[src/rtl/arb_pkg.sv]
// Shared definitions for the four-way round-robin arbiter: state encoding
// and the rotating-priority search.
package arb_pkg;

    typedef enum logic [1:0] {
        IDLE  = 2'b00,
        GRANT = 2'b01,
        GAP   = 2'b10
    } arb_state_t;

    // First set request index, scanning ptr, ptr+1, ptr+2, ptr+3 (mod 4).
    function automatic logic [1:0] rr_pick(input logic [3:0] req_v, input logic [1:0] ptr_v);
        logic [1:0] idx_s;
        logic [1:0] pick_s;
        logic       found_s;
        pick_s  = ptr_v;
        found_s = 1'b0;
        for (int i = 0; i < 4; i++) begin
            idx_s = ptr_v + 2'(i);
            if (!found_s && req_v[idx_s]) begin
                pick_s  = idx_s;
                found_s = 1'b1;
            end else begin
                found_s = found_s;
            end
        end
        return pick_s;
    endfunction

endpackage

[src/rtl/decoder2to4.sv]
// 2-to-4 line decoder with enable; all outputs low while disabled.
module decoder2to4 (
    input  logic A,
    input  logic B,
    input  logic en,
    output logic Y0,
    output logic Y1,
    output logic Y2,
    output logic Y3
);

    // One-hot decode of {A,B}, gated by the enable.
    always_comb begin
        {Y3, Y2, Y1, Y0} = 4'b0000;
        if (en) begin
            case ({A, B})
                2'b00:   Y0 = 1'b1;
                2'b01:   Y1 = 1'b1;
                2'b10:   Y2 = 1'b1;
                2'b11:   Y3 = 1'b1;
                default: {Y3, Y2, Y1, Y0} = 4'b0000;
            endcase
        end else begin
            {Y3, Y2, Y1, Y0} = 4'b0000;
        end
    end

endmodule

[src/rtl/arb_rr4.sv]
// Round-robin arbiter that owns the 2-to-4 decoder select/enable; one grant at a
// time, bounded hold of MAX_HOLD cycles, and a mandatory dead cycle between grants.
module arb_rr4
    import arb_pkg::*;
#(
    parameter int MAX_HOLD = 8,
    parameter int CNT_W    = 8
) (
    input  logic       clk,
    input  logic       rst_n,
    input  logic [3:0] req,
    output logic       A,
    output logic       B,
    output logic       en,
    output logic [3:0] gnt,
    output logic       busy,
    output logic       timeout
);

    localparam logic [CNT_W-1:0] HOLD_LAST = CNT_W'(MAX_HOLD - 1);

    arb_state_t       state_q, state_d;
    logic [1:0]       ptr_q, ptr_d;
    logic [1:0]       sel_q, sel_d;
    logic [CNT_W-1:0] cnt_q, cnt_d;
    logic             en_q, en_d;
    logic             busy_q, busy_d;
    logic             timeout_q, timeout_d;

    // Next-state logic: arbitrate from IDLE/GAP, hold or release in GRANT.
    always_comb begin
        state_d   = state_q;
        ptr_d     = ptr_q;
        sel_d     = sel_q;
        cnt_d     = cnt_q;
        timeout_d = 1'b0;
        case (state_q)
            IDLE, GAP: begin
                if (|req) begin
                    sel_d   = rr_pick(req, ptr_q);
                    cnt_d   = {CNT_W{1'b0}};
                    state_d = GRANT;
                end else begin
                    state_d = IDLE;
                end
            end
            GRANT: begin
                cnt_d = cnt_q + CNT_W'(1);
                if (!req[sel_q]) begin
                    state_d = GAP;
                    ptr_d   = sel_q + 2'd1;
                end else if (cnt_q == HOLD_LAST) begin
                    // Owner still asking at the hold limit: force release.
                    state_d   = GAP;
                    ptr_d     = sel_q + 2'd1;
                    timeout_d = 1'b1;
                end else begin
                    state_d = GRANT;
                end
            end
            default: begin
                state_d = IDLE;
            end
        endcase
        en_d   = (state_d == GRANT);
        busy_d = (state_d != IDLE);
    end

    // State and registered-output flops.
    always_ff @(posedge clk or negedge rst_n) begin
        if (!rst_n) begin
            state_q   <= IDLE;
            ptr_q     <= 2'd0;
            sel_q     <= 2'd0;
            cnt_q     <= {CNT_W{1'b0}};
            en_q      <= 1'b0;
            busy_q    <= 1'b0;
            timeout_q <= 1'b0;
        end else begin
            state_q   <= state_d;
            ptr_q     <= ptr_d;
            sel_q     <= sel_d;
            cnt_q     <= cnt_d;
            en_q      <= en_d;
            busy_q    <= busy_d;
            timeout_q <= timeout_d;
        end
    end

    assign A       = sel_q[1];
    assign B       = sel_q[0];
    assign en      = en_q;
    assign busy    = busy_q;
    assign timeout = timeout_q;

    decoder2to4 u_dec (
        .A  (sel_q[1]),
        .B  (sel_q[0]),
        .en (en_q),
        .Y0 (gnt[0]),
        .Y1 (gnt[1]),
        .Y2 (gnt[2]),
        .Y3 (gnt[3])
    );

endmodule

[config.mk]
export PLATFORM = sky130hd
export DESIGN_NAME = arb_rr4
export DESIGN_NICKNAME = d
export VERILOG_FILES = /design/src/rtl/arb_pkg.sv /design/src/rtl/decoder2to4.sv /design/src/rtl/arb_rr4.sv
export SDC_FILE = /design/constraint.sdc
export NUM_CORES = 1
export LEC_CHECK = 0
export CAP_MARGIN = 25
export CORE_ASPECT_RATIO = 1.25
export CORE_MARGIN = 3
export CORE_UTILIZATION = 50
export CTS_CLUSTER_DIAMETER = 60
export DETAILED_ROUTE_END_ITERATION = 8
export PLACE_DENSITY = 0.75
export SYNTH_ARGS = -nofsm -noshare
export SYNTH_HDL_FRONTEND = slang
export SYNTH_SLANG_ARGS = --single-unit
[constraint.sdc]
create_clock -name clk -period 2.39 [get_ports clk]
set_input_delay 0.239 -clock clk [delete_from_list [all_inputs] [get_ports clk]]
set_output_delay 0.239 -clock clk [all_outputs]
set_load 0.05 [all_outputs]
# After elaboration in Yosys (flattened, before gate mapping)
# Cells that the tools add are included.
[word_totals] ff_bits=17 inputBits=6 output_inout_bits=9
[classes] addsub=5 order_cmp=5 n_eq_ne=9 mux=41 n_reduce_logical=15
[ops] operator="$mux 1" count=26
[ops] operator="$pmux 8 s2" count=1
[ops] operator="$lt 2x3->1 const B" count=5
[ops] operator="$mux 2" count=7
[ops] operator="$bmux 1 s2" count=5
[ops] operator="$add 8x1->8 const B" count=1
[ops] operator="$eq 8x3->1 const B" count=1
[ops] operator="$mux 8" count=1
[ops] operator="$eq 2x1->1 const B" count=3
[ops] operator="$eq 2x2->1 const B" count=3
[ops] operator="$reduce_and 2->1" count=3
[ops] operator="$add 2x1->2 const B" count=2
[ops] operator="$add 2x2->2 const B" count=2
[ops] operator="$logic_not 2->1" count=2
[ops] operator="$pmux 2 s2" count=1
[ops] operator="$reduce_bool 2->1" count=2
[ops] operator="$reduce_or 4->1" count=1
[ops] operator="$logic_and 1x1->1" count=3
[ops] operator="$logic_not 1->1" count=3
[ops] operator="$ne 2x1->1 const B" count=1
[ops] operator="$ne 2x2->1 const B" count=1
[ops] operator="$reduce_or 2->1" count=1

# Logic depth before layout (Yosys ltp)
[logic_depth] depth_word=18 ltp_mapped=5 mapped_depth_nobuf=5

# Cells and area by module
# From an unflattened synthesis, not the netlist that was laid out.
[unflattened] hier_cells=88 area_unflattened_um2=897.1
[by_module_without_submodules] mod="arb_rr4" instances=1 cells_per_inst=84 area_per_inst_um2=859.6 seq_area_each_um2=425.4
[by_module_without_submodules] mod="decoder2to4" instances=1 cells_per_inst=4 area_per_inst_um2=37.5 seq_area_each_um2=0.0

# Least setup slack after synthesis
# Ideal clock, no wire load.
[synth_path] path_kind="register to register" startpoint="register sel_q[0]" endpoint="register ptr_q[1]" setup_time_ns=0.127 arrival_time_ns=1.766 setup_slack_ns=0.497 stages_incl_launch_ff=5 path_buffers=0 cell_sequence="dfrtp_1 -> mux4_2 -> o31ai_4 -> nand2_2 -> mux2_1"
[synth_via] elab_chain_cells=4 word_cells_on_any_way=7
[synth_lines] item="start: declaration" line="arb_rr4.sv:24" text="logic [1:0] sel_q, sel_d;"
[synth_lines] item="start signal: assignment" line="arb_rr4.sv:82" text="sel_q <= sel_d;"
[synth_lines] item="$bmux 1 s2" line="arb_rr4.sv:49" text="if (!req[sel_q]) begin"
[synth_lines] item="$mux 1 (not written as such)" line="arb_rr4.sv:49"
[synth_lines] item="$ne 2x1->1 (no line)"
[synth_lines] item="$reduce_and 2->1 (no line)"
[synth_lines] item="end signal: assignment" line="arb_rr4.sv:81" text="ptr_q <= ptr_d;"
[synth_lines] item="end: declaration" line="arb_rr4.sv:23" text="logic [1:0] ptr_q, ptr_d;"
# Several ways; a longest one is shown, not always the timed one. The select of a mux whose other input is x is not followed.
# A chain may end at the register's enable or synchronous reset.

# Final worst setup path
[layout_path] startpoint="register sel_q[0]" endpoint="output port gnt[0]"
[layout_via] elab_chain_cells=3
[layout_lines] item="$logic_not 2->1" line="decoder2to4.sv:16" text="case ({A, B})"
[layout_lines] item="$mux 1" line="decoder2to4.sv:16"
[layout_lines] item="$mux 1" line="decoder2to4.sv:15" text="if (en) begin"
[layout_lines] item="end: declaration" line="arb_rr4.sv:15" text="output logic [3:0] gnt,"
# Every way passes these cells.

==> run summary <==
Status: completed
Max-cap violations: 0
Die width: 45.3 um
EDFF count, synth: 0
Leakage: 0.499 nW
Root buffer cell: clkbuf_4
Synth async-reset ratio: 100%
Slew Viols, Final: 0
Wirelength per Cell: 15.2 um
Slowest cell on crit path: clkdlybuf4s50_1
Critical-path cell list: inv_1, ha_1, and2_1, clkdlybuf4s50_1
CTS Sinks: 17
Endpoints failing hold: 0
CP Class: reg2out
Setup Fix Bufs, Post-CTS: 0
Die area: 2500 um^2
DR top layer: met4
Crit. End Element: output pin
Post-synth cell types: 33
Num CTS Buffers: 3
Clock slew seen by the registers of the worst setup and hold paths: 100 ps
Pre-antenna DRT Iters: 4
Area Overhead vs Synth: 15.8%
Crit share post-route: 92.4%
Core area: 1790 um^2
RePlAce Congestion: 0.796
Cells after Synth: 98
Total number of vias: 741
H-tree level count: 1
Total Routing Usage GR: 19.5%
Detailed placement HPWL: 1460 um
Worst-Skew Late Latency: 300 ps
Crit path launch type: register
Met2 WL post-DR: 1070 um
Req. time, crit path: 2150 ps
RSZ-0062 raised after global routing: false
FP Rows: 17
Net count reported at finish: 122
Yosys reg bits: 17
PD cells: 1250 nW/um^2
Fillers: 164
CP max stage delay: 800 ps
IO Count: 15
Mapped Area: 966 um^2
Drt drc: 0
Fmax: 0.453 GHz
Initial antenna violation count: 0
Worst VDD drop: 0.963 mV
Iter 0 DRT Violations: 17
Endpoints failing setup: 0
Routed wire length: 1960 um
Post-layout util: 62.6%
ANT nets after route: 0
Clock power share: 11.1%
IO Port Bufs: 14
Min-delay worst type: in2async
Int Power: 0.724 mW
Die height: 55.1 um
Seq pwr share: 34.9%
Largest net degree at the start of global routing: 18
# diodes: 0
Sw power: 0.672 mW
Measured slew at the worst slew-check pin: 742 ps
GRT Residual Overflow: 0
Clock Tree Buf Depth: 2
Crit path max fanout: 5
Seq/Total Area, Yosys: 44.0%
Warnings from Yosys: 0
Layout cells sized above 1: 6.36%
Routed wl met3: 61 um
CTS tree: built
Relative slew slack: 50.4%
Syn_area_per_cell: 9.86 um^2
Vias in the first global route: 764
Minimum clock period: 2210 ps
Comb pwr share: 53.9%
Number of gates resized after CTS: 0
Vias per inst: 5.74
Switch share: 48.1%
Worst Clk Skew: 9.38 ps
Initial Util: 54.1%
Synth Net Count: 109
Met1 wire length: 776 um
Hold Buf Count CTS: 0
Prevailing post-synth register cell: dfrtp_1
Sum Neg Setup Slack: 0 ps
First-pass GRT wire length: 3320 um
WP data arrival: 1970 ps
-- cells by family (layout without fill, tap and decap cells) --
family                     after synthesis  after routing  share of synthesized area, %
DFF                                     17             17                          44.0
buffers and inverters                   10             22                          5.44
AOI/OAI and AO/OA                       17             17                          12.2
muxes                                    7              7                          8.81
and+or+nand+nor                         41             41                          22.2
xor gates and xnor gates                 1              1                         0.907
adders and majority gates                5              5                          6.48
-- layer usage --
metal | up-vias | global-route usage (%)
met5 | - | 0
met4 | 0 | 10.2
met3 | 5 | 5.18
met2 | 14 | 36.6
met1 | 352 | 19.3
li1 | 370 | -
-- per-stage QoR --
step	area, um^2	std cells	power [mW]	setup slack (ps)	hold slack, ps
after floorplan	966	98	1.05	497	-56.6
after detailed placement	1090	125	1.25	418	492
after global placement	1090	125	1.23	460	495
final	1120	129	1.40	181	369
after global routing	1120	129	1.51	53.3	406
after CTS	1120	129	1.42	142	402
-- registers in the layout, indices dropped and copies added (netlist names) --
register  cells
cnt_q         8
ptr_q         2
sel_q         2
state_q       2
busy          1
en            1
timeout       1
-- worst paths after layout --
path	start	to	slack, ps	cells after the start
worst min register to register	cnt_q[0]$_DFFE_PN0P_	cnt_q[0]$_DFFE_PN0P_	500	1
max in group asynchronous	rst_n	cnt_q[6]$_DFFE_PN0P_	1550	1
worst max-delay path	sel_q[0]$_DFFE_PN0N_	gnt[0]	180	4
min in group clk	cnt_q[0]$_DFFE_PN0P_	cnt_q[0]$_DFFE_PN0P_	500	1
worst max register to register	cnt_q[3]$_DFFE_PN0P_	ptr_q[1]$_DFFE_PN0P_	610	4
worst min-delay path	rst_n	sel_q[1]$_DFFE_PN0N_	370	1
-- cell usage in the layout, fill, tap and decap left out, drive strengths merged --
cell / instances
o22ai: 2
nor2: 6
and2b: 1
a21oi: 3
mux4: 1
a31oi: 1
a211o: 1
nor3: 3
and4: 1
dfrtp: 17
inv: 4
o31ai: 1
clkdlybuf4s50: 14
nor4: 1
and2: 4
mux2i: 4
and3: 1
or4: 1
xor2: 1
a22oi: 2
nand4: 1
o2111ai: 1
nor2b: 2
nand3: 6
mux2: 2
nand2b: 2
o21ai: 6
nand2: 11
or2: 1
ha: 5
clkbuf: 4
-- critical path, delay by kind of cell (launching register included) --
kind / cells / cell delay (ps)
AND/OR/NAND/NOR: 1 / 120
flip-flops: 1 / 460
buffers and inverters: 2 / 940
adder cells (fa/ha/maj): 1 / 150
-- Yosys cell counts (2+ instances only) --
library cell | n | share of area [%]
a22oi_1 | 2 | 1.6
mux2_1 | 2 | 2.3
nor2_1 | 6 | 2.3
a21oi_1 | 3 | 1.6
dfrtp_1 | 17 | 44
ha_1 | 5 | 6.5
inv_1 | 4 | 1.6
nor3_1 | 3 | 1.6
o21ai_0 | 5 | 2.6
o22ai_1 | 2 | 1.3
mux2i_1 | 4 | 4.1
buf_4 | 4 | 3.1
and2_1 | 4 | 2.6
nand3_1 | 6 | 3.1
clkbuf_1 | 2 | 0.78
nor2b_1 | 2 | 1.3
nand2b_1 | 2 | 1.3
nand2_1 | 10 | 3.9
-- power groups by stage --
stage	clock network (mW)	logic, mW	registers [mW]
after CTS	0.166	0.763	0.490
final	0.155	0.753	0.488
after floorplan	0	0.471	0.582
after global routing	0.179	0.825	0.508
after global placement	0	0.735	0.493
after detailed placement	0	0.758	0.495
-- final cells by class --
| type | count | area [um^2] | share of cell area [%] |
|---|---|---|---|
| Inverter | 4 | 15.0 | 1.34 |
| Timing Repair Buffer | 14 | 140 | 12.5 |
| Multi-Input combinational cell | 71 | 488 | 43.6 |
| Clock buffer | 4 | 26.3 | 2.35 |
| Sequential cell | 17 | 425 | 38.0 |
| Tap cell | 19 | 23.8 | 2.13 |
No activity file was read; power rests on OpenSTA's default activity.
